<file path="config.mk">
export PLATFORM = sky130hd
export DESIGN_NAME = riscv_multicycle_ctrl_v2
export DESIGN_NICKNAME = d
export VERILOG_FILES = /design/src/rtl/riscv_ctrl_pkg.sv /design/src/rtl/riscv_ctrl_decode.sv /design/src/rtl/riscv_multicycle_ctrl_v2.sv
export SDC_FILE = /design/constraint.sdc
export NUM_CORES = 1
export LEC_CHECK = 0
export BUFFER_PORTS_ARGS = -buffer_cell sky130_fd_sc_hd__buf_2
export CORE_MARGIN = 2
export CORE_UTILIZATION = 35
export DETAILED_ROUTE_END_ITERATION = 8
export PLACE_DENSITY = 0.68
export SKIP_CTS_REPAIR_TIMING = 1
export SLEW_MARGIN = 40
export SYNTH_ARGS = -nofsm -noshare
export SYNTH_HDL_FRONTEND = slang
export SYNTH_HIERARCHICAL = 1
export SYNTH_SLANG_ARGS = --single-unit
</file>
<file path="constraint.sdc">
create_clock -name clock -period 8.3 [get_ports clock]
set_input_delay 0.415 -clock clock [delete_from_list [all_inputs] [get_ports clock]]
set_output_delay 0.415 -clock clock [all_outputs]
set_load 0.1 [all_outputs]
</file>
<file path="src/rtl/riscv_ctrl_pkg.sv">
// Shared types and encodings for the multicycle RISC-V controller.
package riscv_ctrl_pkg;

    localparam int unsigned OPC_W  = 7;
    localparam int unsigned F3_W   = 3;
    localparam int unsigned WAIT_W = 8;

    typedef enum logic [2:0] {
        ST_FETCH, ST_DECODE, ST_EXEC, ST_MEM, ST_WB, ST_TRAP
    } state_t;

    typedef enum logic [2:0] {
        CLS_LOAD, CLS_STORE, CLS_BRANCH, CLS_OP, CLS_OPIMM, CLS_JAL, CLS_ILLEGAL
    } iclass_t;

    localparam logic [OPC_W-1:0] OPC_LOAD   = 7'b0000011;
    localparam logic [OPC_W-1:0] OPC_STORE  = 7'b0100011;
    localparam logic [OPC_W-1:0] OPC_BRANCH = 7'b1100011;
    localparam logic [OPC_W-1:0] OPC_OP     = 7'b0110011;
    localparam logic [OPC_W-1:0] OPC_OPIMM  = 7'b0010011;
    localparam logic [OPC_W-1:0] OPC_JAL    = 7'b1101111;

    localparam logic [1:0] ALU_ADD   = 2'b00;
    localparam logic [1:0] ALU_SUB   = 2'b01;
    localparam logic [1:0] ALU_FUNCT = 2'b10;

    localparam logic [1:0] SRCA_PC    = 2'b00;
    localparam logic [1:0] SRCA_RS1   = 2'b01;
    localparam logic [1:0] SRCA_OLDPC = 2'b10;

    localparam logic [1:0] SRCB_REGB = 2'b00;
    localparam logic [1:0] SRCB_FOUR = 2'b01;
    localparam logic [1:0] SRCB_IMM  = 2'b10;
    localparam logic [1:0] SRCB_BIMM = 2'b11;

    localparam logic [1:0] M2R_ALUOUT = 2'b00;
    localparam logic [1:0] M2R_MDR    = 2'b01;
    localparam logic [1:0] M2R_PC     = 2'b10;

    localparam logic [1:0] PCSRC_ALU    = 2'b00;
    localparam logic [1:0] PCSRC_ALUOUT = 2'b01;

    localparam logic [1:0] TRAP_NONE    = 2'b00;
    localparam logic [1:0] TRAP_ILLEGAL = 2'b01;
    localparam logic [1:0] TRAP_TIMEOUT = 2'b10;

endpackage

</file>
<file path="src/rtl/riscv_ctrl_decode.sv">
// Combinational instruction-class decode and legality check.
module riscv_ctrl_decode
    import riscv_ctrl_pkg::*;
#(
    parameter bit EN_JAL = 1'b1
) (
    input  logic [OPC_W-1:0] opcode,
    input  logic [F3_W-1:0]  funct3,
    output iclass_t          iclass_c,
    output logic             legal_c
);

    always_comb begin
        iclass_c = CLS_ILLEGAL;
        case (opcode)
            OPC_LOAD:   iclass_c = CLS_LOAD;
            OPC_STORE:  iclass_c = CLS_STORE;
            OPC_OP:     iclass_c = CLS_OP;
            OPC_OPIMM:  iclass_c = CLS_OPIMM;
            OPC_BRANCH: if (funct3 == 3'b000 || funct3 == 3'b001) iclass_c = CLS_BRANCH;
            OPC_JAL:    if (EN_JAL) iclass_c = CLS_JAL;
            default:    iclass_c = CLS_ILLEGAL;
        endcase
    end

    assign legal_c = (iclass_c != CLS_ILLEGAL);

endmodule

</file>
<file path="src/rtl/riscv_multicycle_ctrl_v2.sv">
// Multicycle RISC-V controller with memory handshake, timeout/illegal trap
// and retired-instruction counter.
module riscv_multicycle_ctrl_v2
    import riscv_ctrl_pkg::*;
#(
    parameter bit          EN_JAL   = 1'b1,
    parameter int unsigned MAX_WAIT = 15,
    parameter int unsigned CNT_W    = 32
) (
    input  logic             clock,
    input  logic             reset_n,
    input  logic [OPC_W-1:0] opcode,
    input  logic [F3_W-1:0]  funct3,
    input  logic             mem_ready,
    output logic [1:0]       alu_op,
    output logic [1:0]       alu_src_a,
    output logic [1:0]       alu_src_b,
    output logic [1:0]       mem_to_reg,
    output logic             mem_read,
    output logic             mem_write,
    output logic             i_or_d,
    output logic             ir_write,
    output logic             reg_write,
    output logic             pc_write,
    output logic             pc_write_cond,
    output logic             branch_ne,
    output logic [1:0]       pc_source,
    output logic             retire,
    output logic [CNT_W-1:0] instret,
    output logic             trap,
    output logic [1:0]       trap_cause
);

    localparam logic [WAIT_W-1:0] WAIT_LIMIT = WAIT_W'(MAX_WAIT);

    state_t            state, state_nxt;
    iclass_t           iclass;
    logic              legal;
    logic [WAIT_W-1:0] wait_cnt, wait_nxt;
    logic              trap_nxt;
    logic [1:0]        cause_nxt;
    logic              timeout, mem_phase, entering_mem_phase;

    riscv_ctrl_decode #(.EN_JAL(EN_JAL)) u_decode (
        .opcode   (opcode),
        .funct3   (funct3),
        .iclass_c (iclass),
        .legal_c  (legal)
    );

    always_ff @(posedge clock) begin
        if (!reset_n) begin
            state      <= ST_FETCH;
            wait_cnt   <= '0;
            instret    <= '0;
            trap       <= 1'b0;
            trap_cause <= TRAP_NONE;
        end else begin
            state      <= state_nxt;
            wait_cnt   <= wait_nxt;
            trap       <= trap_nxt;
            trap_cause <= cause_nxt;
            if (retire) instret <= instret + CNT_W'(1);
        end
    end

    // Control outputs and next state; everything held at zero while in reset.
    always_comb begin
        alu_op        = ALU_ADD;
        alu_src_a     = SRCA_PC;
        alu_src_b     = SRCB_REGB;
        mem_to_reg    = M2R_ALUOUT;
        mem_read      = 1'b0;
        mem_write     = 1'b0;
        i_or_d        = 1'b0;
        ir_write      = 1'b0;
        reg_write     = 1'b0;
        pc_write      = 1'b0;
        pc_write_cond = 1'b0;
        branch_ne     = 1'b0;
        pc_source     = PCSRC_ALU;
        retire        = 1'b0;
        state_nxt     = state;
        trap_nxt      = trap;
        cause_nxt     = trap_cause;
        timeout       = 1'b0;

        if (reset_n) begin
            case (state)
                ST_FETCH: begin
                    mem_read  = 1'b1;
                    alu_src_b = SRCB_FOUR;
                    if (mem_ready) begin
                        ir_write  = 1'b1;
                        pc_write  = 1'b1;
                        state_nxt = ST_DECODE;
                    end else begin
                        timeout = (wait_cnt == WAIT_LIMIT);
                    end
                end
                ST_DECODE: begin
                    alu_src_a = SRCA_OLDPC;
                    alu_src_b = SRCB_BIMM;
                    if (legal) begin
                        state_nxt = ST_EXEC;
                    end else begin
                        state_nxt = ST_TRAP;
                        cause_nxt = TRAP_ILLEGAL;
                    end
                end
                ST_EXEC: begin
                    case (iclass)
                        CLS_LOAD, CLS_STORE: begin
                            alu_src_a = SRCA_RS1;
                            alu_src_b = SRCB_IMM;
                            state_nxt = ST_MEM;
                        end
                        CLS_BRANCH: begin
                            alu_src_a     = SRCA_RS1;
                            alu_op        = ALU_SUB;
                            pc_write_cond = 1'b1;
                            pc_source     = PCSRC_ALUOUT;
                            branch_ne     = (funct3 == 3'b001);
                            retire        = 1'b1;
                            state_nxt     = ST_FETCH;
                        end
                        CLS_OP: begin
                            alu_src_a = SRCA_RS1;
                            alu_op    = ALU_FUNCT;
                            state_nxt = ST_WB;
                        end
                        CLS_OPIMM: begin
                            alu_src_a = SRCA_RS1;
                            alu_src_b = SRCB_IMM;
                            alu_op    = ALU_FUNCT;
                            state_nxt = ST_WB;
                        end
                        CLS_JAL: begin
                            reg_write  = 1'b1;
                            mem_to_reg = M2R_PC;
                            pc_write   = 1'b1;
                            pc_source  = PCSRC_ALUOUT;
                            retire     = 1'b1;
                            state_nxt  = ST_FETCH;
                        end
                        default: begin
                            state_nxt = ST_TRAP;
                            cause_nxt = TRAP_ILLEGAL;
                        end
                    endcase
                end
                ST_MEM: begin
                    i_or_d    = 1'b1;
                    mem_read  = (iclass == CLS_LOAD);
                    mem_write = (iclass == CLS_STORE);
                    if (mem_ready) begin
                        if (iclass == CLS_LOAD) begin
                            state_nxt = ST_WB;
                        end else begin
                            retire    = (iclass == CLS_STORE);
                            state_nxt = ST_FETCH;
                        end
                    end else begin
                        timeout = (wait_cnt == WAIT_LIMIT);
                    end
                end
                ST_WB: begin
                    reg_write  = 1'b1;
                    mem_to_reg = (iclass == CLS_LOAD) ? M2R_MDR : M2R_ALUOUT;
                    retire     = 1'b1;
                    state_nxt  = ST_FETCH;
                end
                ST_TRAP: state_nxt = ST_TRAP;
                default: state_nxt = ST_FETCH;
            endcase

            if (timeout) begin
                state_nxt = ST_TRAP;
                cause_nxt = TRAP_TIMEOUT;
            end
            if (state_nxt == ST_TRAP) trap_nxt = 1'b1;
        end
    end

    // Wait counter restarts on each new memory phase and on every completed access.
    always_comb begin
        mem_phase          = (state == ST_FETCH) || (state == ST_MEM);
        entering_mem_phase = (state_nxt != state) &&
                             ((state_nxt == ST_FETCH) || (state_nxt == ST_MEM));
        wait_nxt = wait_cnt;
        if (entering_mem_phase || mem_ready) begin
            wait_nxt = '0;
        end else if (mem_phase && !timeout) begin
            wait_nxt = wait_cnt + WAIT_W'(1);
        end
    end

endmodule

</file>
==> flow_summary.json, run 1 <==
{
  "outcome": "finished, final reports clean",
  "start_kind": "input pin",
  "io_pins": 67,
  "cts_buffers": 5,
  "crit_fanout": 19,
  "p_leak_nw": 1.29,
  "first_pass_iters": 4,
  "worst-path-buf-inv": 2,
  "r2r_cells": 5,
  "period_needed_ps": 3680,
  "viasPerCell": 5.46,
  "max_cap_violations": 0,
  "hold_violations": 0,
  "crit_path_frequent_cell": "buf_2",
  "power_uw": 470,
  "synth_cell_types": 55,
  "power_density_nw_per_um2": 143,
  "grt_pass1_vias": 2630,
  "layout-drive-gt1-share_pct": 20.8,
  "post-dp-hpwl_um": 4980,
  "grt_use_total_pct": 16.4,
  "fin_skew_ps": 7.35,
  "cp_num_cells": 8,
  "globalplace.congestion": 0.913,
  "ys_seq_area_share_pct": 33.2,
  "htreeDepth": 2,
  "synth_top_area_share_pct": 33.2,
  "critPathMaxStageDelay_ps": 530,
  "clk_pin_slew_ps": 80,
  "synth.avg_cell_area_sq_um": 8.06,
  "fp.dieArea_sq_um": 8650,
  "design.core.area_sq_um": 7690,
  "initial_core_util_pct": 36.1,
  "crit_path_end": "retire",
  "critPathCaptureType": "output port",
  "die_w_um": 93.0,
  "fin_nets": 415,
  "synth-main-ff-cell": "dfxtp_1",
  "cts_buffer_depth": 2,
  "async_flop_share_pct": 0,
  "cp_slowest_cell": "a211o_1",
  "peakVddDrop_uv": 84.6,
  "required_ps": 7890,
  "reg2reg_to": "wait_cnt[3]",
  "fin_crit_sh_pct": 44.3,
  "fmaxAchievable_mhz": 272,
  "ys_seq_elements": 46,
  "cts_root_buffer": "clkbuf_8",
  "synthCells": 344,
  "antenna_left": 0,
  "critical_path_class": "input pin to output port",
  "syn_to_final_growth_pct": 18.1,
  "grt_pass1_wl_um": 11800,
  "wl_um": 6910,
  "yosys.area.top_type": "dfxtp_1",
  "crit_arrival_ps": 3260,
  "mappedNetlistArea_sq_um": 2770,
  "insertion_delay_ps": 300,
  "holdCritPathClass": "flip-flop to flip-flop",
  "worst_slack_ps": 4620,
  "drt_iter0_markers": 62,
  "dr_total_vias": 2742,
  "yosysWarnings": 6,
  "yosys-top-cells-area": "dfxtp_1, xnor2_1, nand2_1",
  "tightest_slew_ps": 759,
  "critical-path-top-delay-family": "compound AO/OA/AOI/OAI gates",
  "syn-num-nets": 359,
  "routedWlPerCell_um": 13.8,
  "critical_path.cell_chain": "buf_2, and4b_1, a2111o_1, a221o_1, or3b_4, a211o_1, a21oi_1, buf_2",
  "slew_viol_final": 0,
  "rows": 32,
  "rr_startpoint": "state[1]",
  "tns_ps": 0,
  "grt_setup_unrepaired": "no",
  "synth_edf_count": 0,
  "post-place-ws_ps": 4580,
  "grt_overflow_total": 0,
  "diodes": 0,
  "setup.worst_path.start": "opcode[2]",
  "clock-sinks": 46,
  "port_buffers": 65,
  "maxSlewHeadroom_pct": 49.4,
  "die_h_um": 93.0,
  "cts_tree": "yes",
  "post-route-drc-count": 0,
  "grt_start_max_net_pins": 33,
  "whs_ps": 464,
  "final_util_pct": 42.6,
  "r2r_slack_ps": 5790,
  "antenna_found_initial": 0,
  "finalSetupViolCount": 0
}
kinds of logic (layout without fill, tap and decap cells):
family / count (synthesis) / after routing / synth area share [%]
buffers and inverters: 27 / 83 / 4.47
adder cells (fa/ha/maj): 2 / 2 / 0.902
multiplexers: 8 / 8 / 2.89
XOR/XNOR: 23 / 23 / 7.26
AO/OA/AOI/OAI: 75 / 75 / 19.1
other: 1 / 1 / 0.135
AND/OR/NAND/NOR: 162 / 162 / 32.0
flip-flops: 46 / 46 / 33.2
cell type report:
type,instances,area (sq um)
fillers,821,4410
multi-input cells,271,1740
flip-flops and latches,46,921
repair buffers,67,340
well taps,102,128
clock buffers,6,82.6
inverters,9,33.8
clock inverters,1,30.0
flip-flops by register name (all words and copies together) (netlist names):
name and flops:
trap 1, wait_cnt 8, instret 32, state 3
trap_cause 2
worst min-delay path by stage:
stage	start	end	slack, ps	cells after the start
after floorplan	wait_cnt[7]	wait_cnt[7]	520	2
after global placement	trap_cause[0]	trap_cause[0]	450	2
after detailed placement	trap_cause[0]	trap_cause[0]	470	2
after CTS	trap_cause[0]	trap_cause[0]	480	2
after global routing	instret[23]	instret[23]	530	2
final	trap_cause[0]	trap_cause[0]	460	2
per-layer routing:
metal	vias up	routed length (um)	track usage [%]
met1	1291	3170	20.3
met3	11	450	3.87
met5	-	0	0
met2	77	3180	28.2
met4	0	110	5.02
li1	1363	-	-
report_power, final:
part | switching [mW] | internal, mW
clock network | 0.0730 | 0.0964
logic | 0.0560 | 0.0165
registers | 0.00490 | 0.223
Yosys cell counts (8+ instances only):
master / n
dfxtp_1: 46
nand2_1: 33
nor2_1: 31
a21oi_1: 20
xnor2_1: 19
nand3_1: 16
a211oi_1: 13
nand2b_1: 13
clkbuf_1: 12
and3_1: 10
inv_1: 9
mux2i_1: 8
cells in the final DEF (no fill, tap or decap), types with 3 or more instances in the layout:
cell / synthesis / final
nand4_1: 7 / 7
nor2_1: 31 / 31
and3_1: 10 / 10
a21oi_1: 20 / 20
a2111oi_0: 7 / 7
a211oi_1: 13 / 13
o211ai_1: 3 / 3
and2_1: 3 / 3
nor3_1: 5 / 5
xnor2_1: 19 / 19
clkbuf_8: 0 / 6
or3_1: 5 / 5
nor4_1: 6 / 6
buf_2: 0 / 65
a21o_1: 4 / 4
dfxtp_1: 46 / 46
o21ai_0: 6 / 6
nand2b_1: 13 / 13
nand3_1: 16 / 16
o31ai_1: 3 / 3
nor2b_1: 5 / 5
or4_1: 6 / 6
nand2_1: 33 / 33
mux2i_1: 8 / 8
inv_1: 9 / 9
xor2_1: 4 / 4
and4_1: 4 / 4
worst reg2reg max path, cell delays in order, from the launching register on:
cell      delay, ps
dfxtp_1         620
xor2_1          290
nor4bb_2        560
nor2_1          130
a22oi_1         590
a211oi_1        180
metrics by stage:
stage          instances  instance area, sq um
2_1_floorplan        344                  2770
3_3_place_gp         495                  3150
3_5_place_dp         495                  3150
4_1_cts              502                  3260
5_1_grt              502                  3280
6_report             502                  3280
No activity file was read; power rests on OpenSTA's default activity.
==> run 2: changes to the inputs <==
- PLACE_DENSITY: 0.68 -> 0.7
- clock period: 8.3 -> 3.3 ns (I/O delays scaled with it)
==> run 2 against run 1 <==
Compared with the run above:
- clock skew fell by 0.58 ps
- worst setup slack got worse by 4200 ps
- utilization rose by 0.99 points
- die area did not move
- first-iteration DRC count rose by 140%
- final area rose by 2.3%
==> flow_summary.json, run 2 (synthesis gave the netlist of run 1 again) <==
{
  "routedWlPerCell_um": 13.9,
  "period_needed_ps": 2900,
  "required_ps": 3540,
  "drt_iter0_markers": 148,
  "initial_core_util_pct": 36.1,
  "post-dp-hpwl_um": 5200,
  "critPathCaptureType": "flip-flop",
  "port_buffers": 65,
  "hold_violations": 0,
  "grt_pass1_wl_um": 11900,
  "first_pass_iters": 4,
  "min_from": "reset_n",
  "wl_um": 7100,
  "critical_path_class": "input pin to flip-flop",
  "clkPwrFrac_pct": 35.5,
  "holdPathEnd": "instret[21]",
  "max_cap_violations": 0,
  "p_int_uw": 834,
  "finalSetupViolCount": 0,
  "post-route-drc-count": 0,
  "largest-register": "instret",
  "htreeDepth": 2,
  "mostFrequentLayoutCells": "buf_2, dfxtp_1, nand2_1",
  "largest_register_ffs": 32,
  "fin_crit_sh_pct": 88.0,
  "cts_root_buffer": "clkbuf_8",
  "fin_cells": 509,
  "whs_ps": 288,
  "hold_depth": 3,
  "fin_nets": 421,
  "grt_start_max_net_pins": 20,
  "dp_cells": 501,
  "die_h_um": 93.0,
  "crit_fanout": 10,
  "clock-sinks": 46,
  "grt_pass1_vias": 2592,
  "fillCellCount": 782,
  "seq_power_share_pct": 48.5,
  "globalplace.congestion": 0.839,
  "io_pins": 67,
  "holdCritPathClass": "input pin to flip-flop",
  "fp.dieArea_sq_um": 8650,
  "grt_setup_unrepaired": "no",
  "tns_ps": 0,
  "swShare_pct": 29.7,
  "antenna_found_initial": 0,
  "design.core.area_sq_um": 7690,
  "rr_startpoint": "state[1]",
  "die_w_um": 93.0,
  "largestRegisters": "instret (32), wait_cnt (8), state (3)",
  "cts_tree": "yes",
  "regArea_sq_um": 921,
  "grt_overflow_total": 0,
  "maxSlewHeadroom_pct": 45.3,
  "grt_use_total_pct": 16.4,
  "postPlaceCellArea_sq_um": 3230,
  "tightest_slew_ps": 810,
  "power_density_nw_per_um2": 354,
  "antenna_left": 0,
  "fin_skew_ps": 6.77,
  "viasPerCell": 5.46,
  "insertion_delay_ps": 300,
  "power_switching_uw": 352,
  "r2r_slack_ps": 810,
  "start_kind": "input pin",
  "diodes": 0,
  "r2r_cells": 6,
  "multi_input_area_sq_um": 1760,
  "clk_pin_slew_ps": 80,
  "peakVddDrop_uv": 228,
  "cts_buffers": 5,
  "p_leak_nw": 1.32,
  "syn_to_final_growth_pct": 20.8,
  "outcome": "finished, final reports clean",
  "pwr-share-comb_pct": 16.0,
  "slew_viol_final": 0,
  "fmaxAchievable_mhz": 344,
  "layout_commonest_cell": "buf_2",
  "dr_total_vias": 2780,
  "layout-drive-gt1-share_pct": 23.1,
  "rows": 32,
  "postLayoutCellArea_sq_um": 3350,
  "reg2reg_to": "wait_cnt[2]",
  "crit_arrival_ps": 3150,
  "cts_buffer_depth": 2
}
run 2: cell types whose count changed in the layout (fill, tap and decap cells not counted), sizes merged:
| cell | before | now |
|---|---|---|
| clkbuf | 6 | 5 |
| buf | 67 | 73 |
| clkinvlp | 0 | 2 |
run 2: stage by stage:
| stage | util [%] | worst slack, ps | power (mW) |
|---|---|---|---|
| floorplan | - | -248 | 0.731 |
| global placement | 42.0 | 189 | 0.773 |
| detailed placement | 42.0 | 121 | 0.777 |
| CTS | 43.5 | 422 | 1.20 |
| global route | 43.6 | 285 | 1.24 |
| finish | 43.6 | 395 | 1.19 |
run 2: critical path, cell delays in order:
cell and delay, ps:
buf_2 130, and4b_1 200, a2111o_1 430, a221o_1 320, or3b_4 400, a211o_1 410, a2111o_1 560, or4_1 430
nand2_1 90
run 2: cell type report:
cell class	instances	share of cell area, %
multi-input cells	271	52.4
flip-flops and latches	46	27.5
repair buffers	73	11.9
well taps	102	3.81
clock buffers	5	2.05
clock inverters	3	1.34
inverters	9	1.01
run 2: per-layer routing:
layer  up-vias  part of all wire [%]  GRT usage [%]
met3         6                   5.3           2.82
met4         0                   1.0           5.02
met2        79                    46           27.6
met5         -                     0              0
met1      1312                    48           21.5
li1       1383                     -              -
run 2: worst max-delay path by stage:
stage / startpoint / endpoint / slack [ps] / cells past startpoint
floorplan: opcode[2] / branch_ne / -250 / 7
global placement: opcode[2] / instret[26] / 190 / 9
detailed placement: opcode[6] / instret[26] / 120 / 9
CTS: opcode[6] / instret[26] / 420 / 9
global route: opcode[6] / instret[26] / 290 / 9
finish: opcode[6] / instret[26] / 400 / 9
run 2: power by group through the flow:
stage,clock (mW),combinational [mW],sequential [mW]
detailed placement,0,0.190,0.587
finish,0.421,0.190,0.574
global route,0.456,0.204,0.576
global placement,0,0.186,0.587
CTS,0.434,0.190,0.574
floorplan,0,0.125,0.606
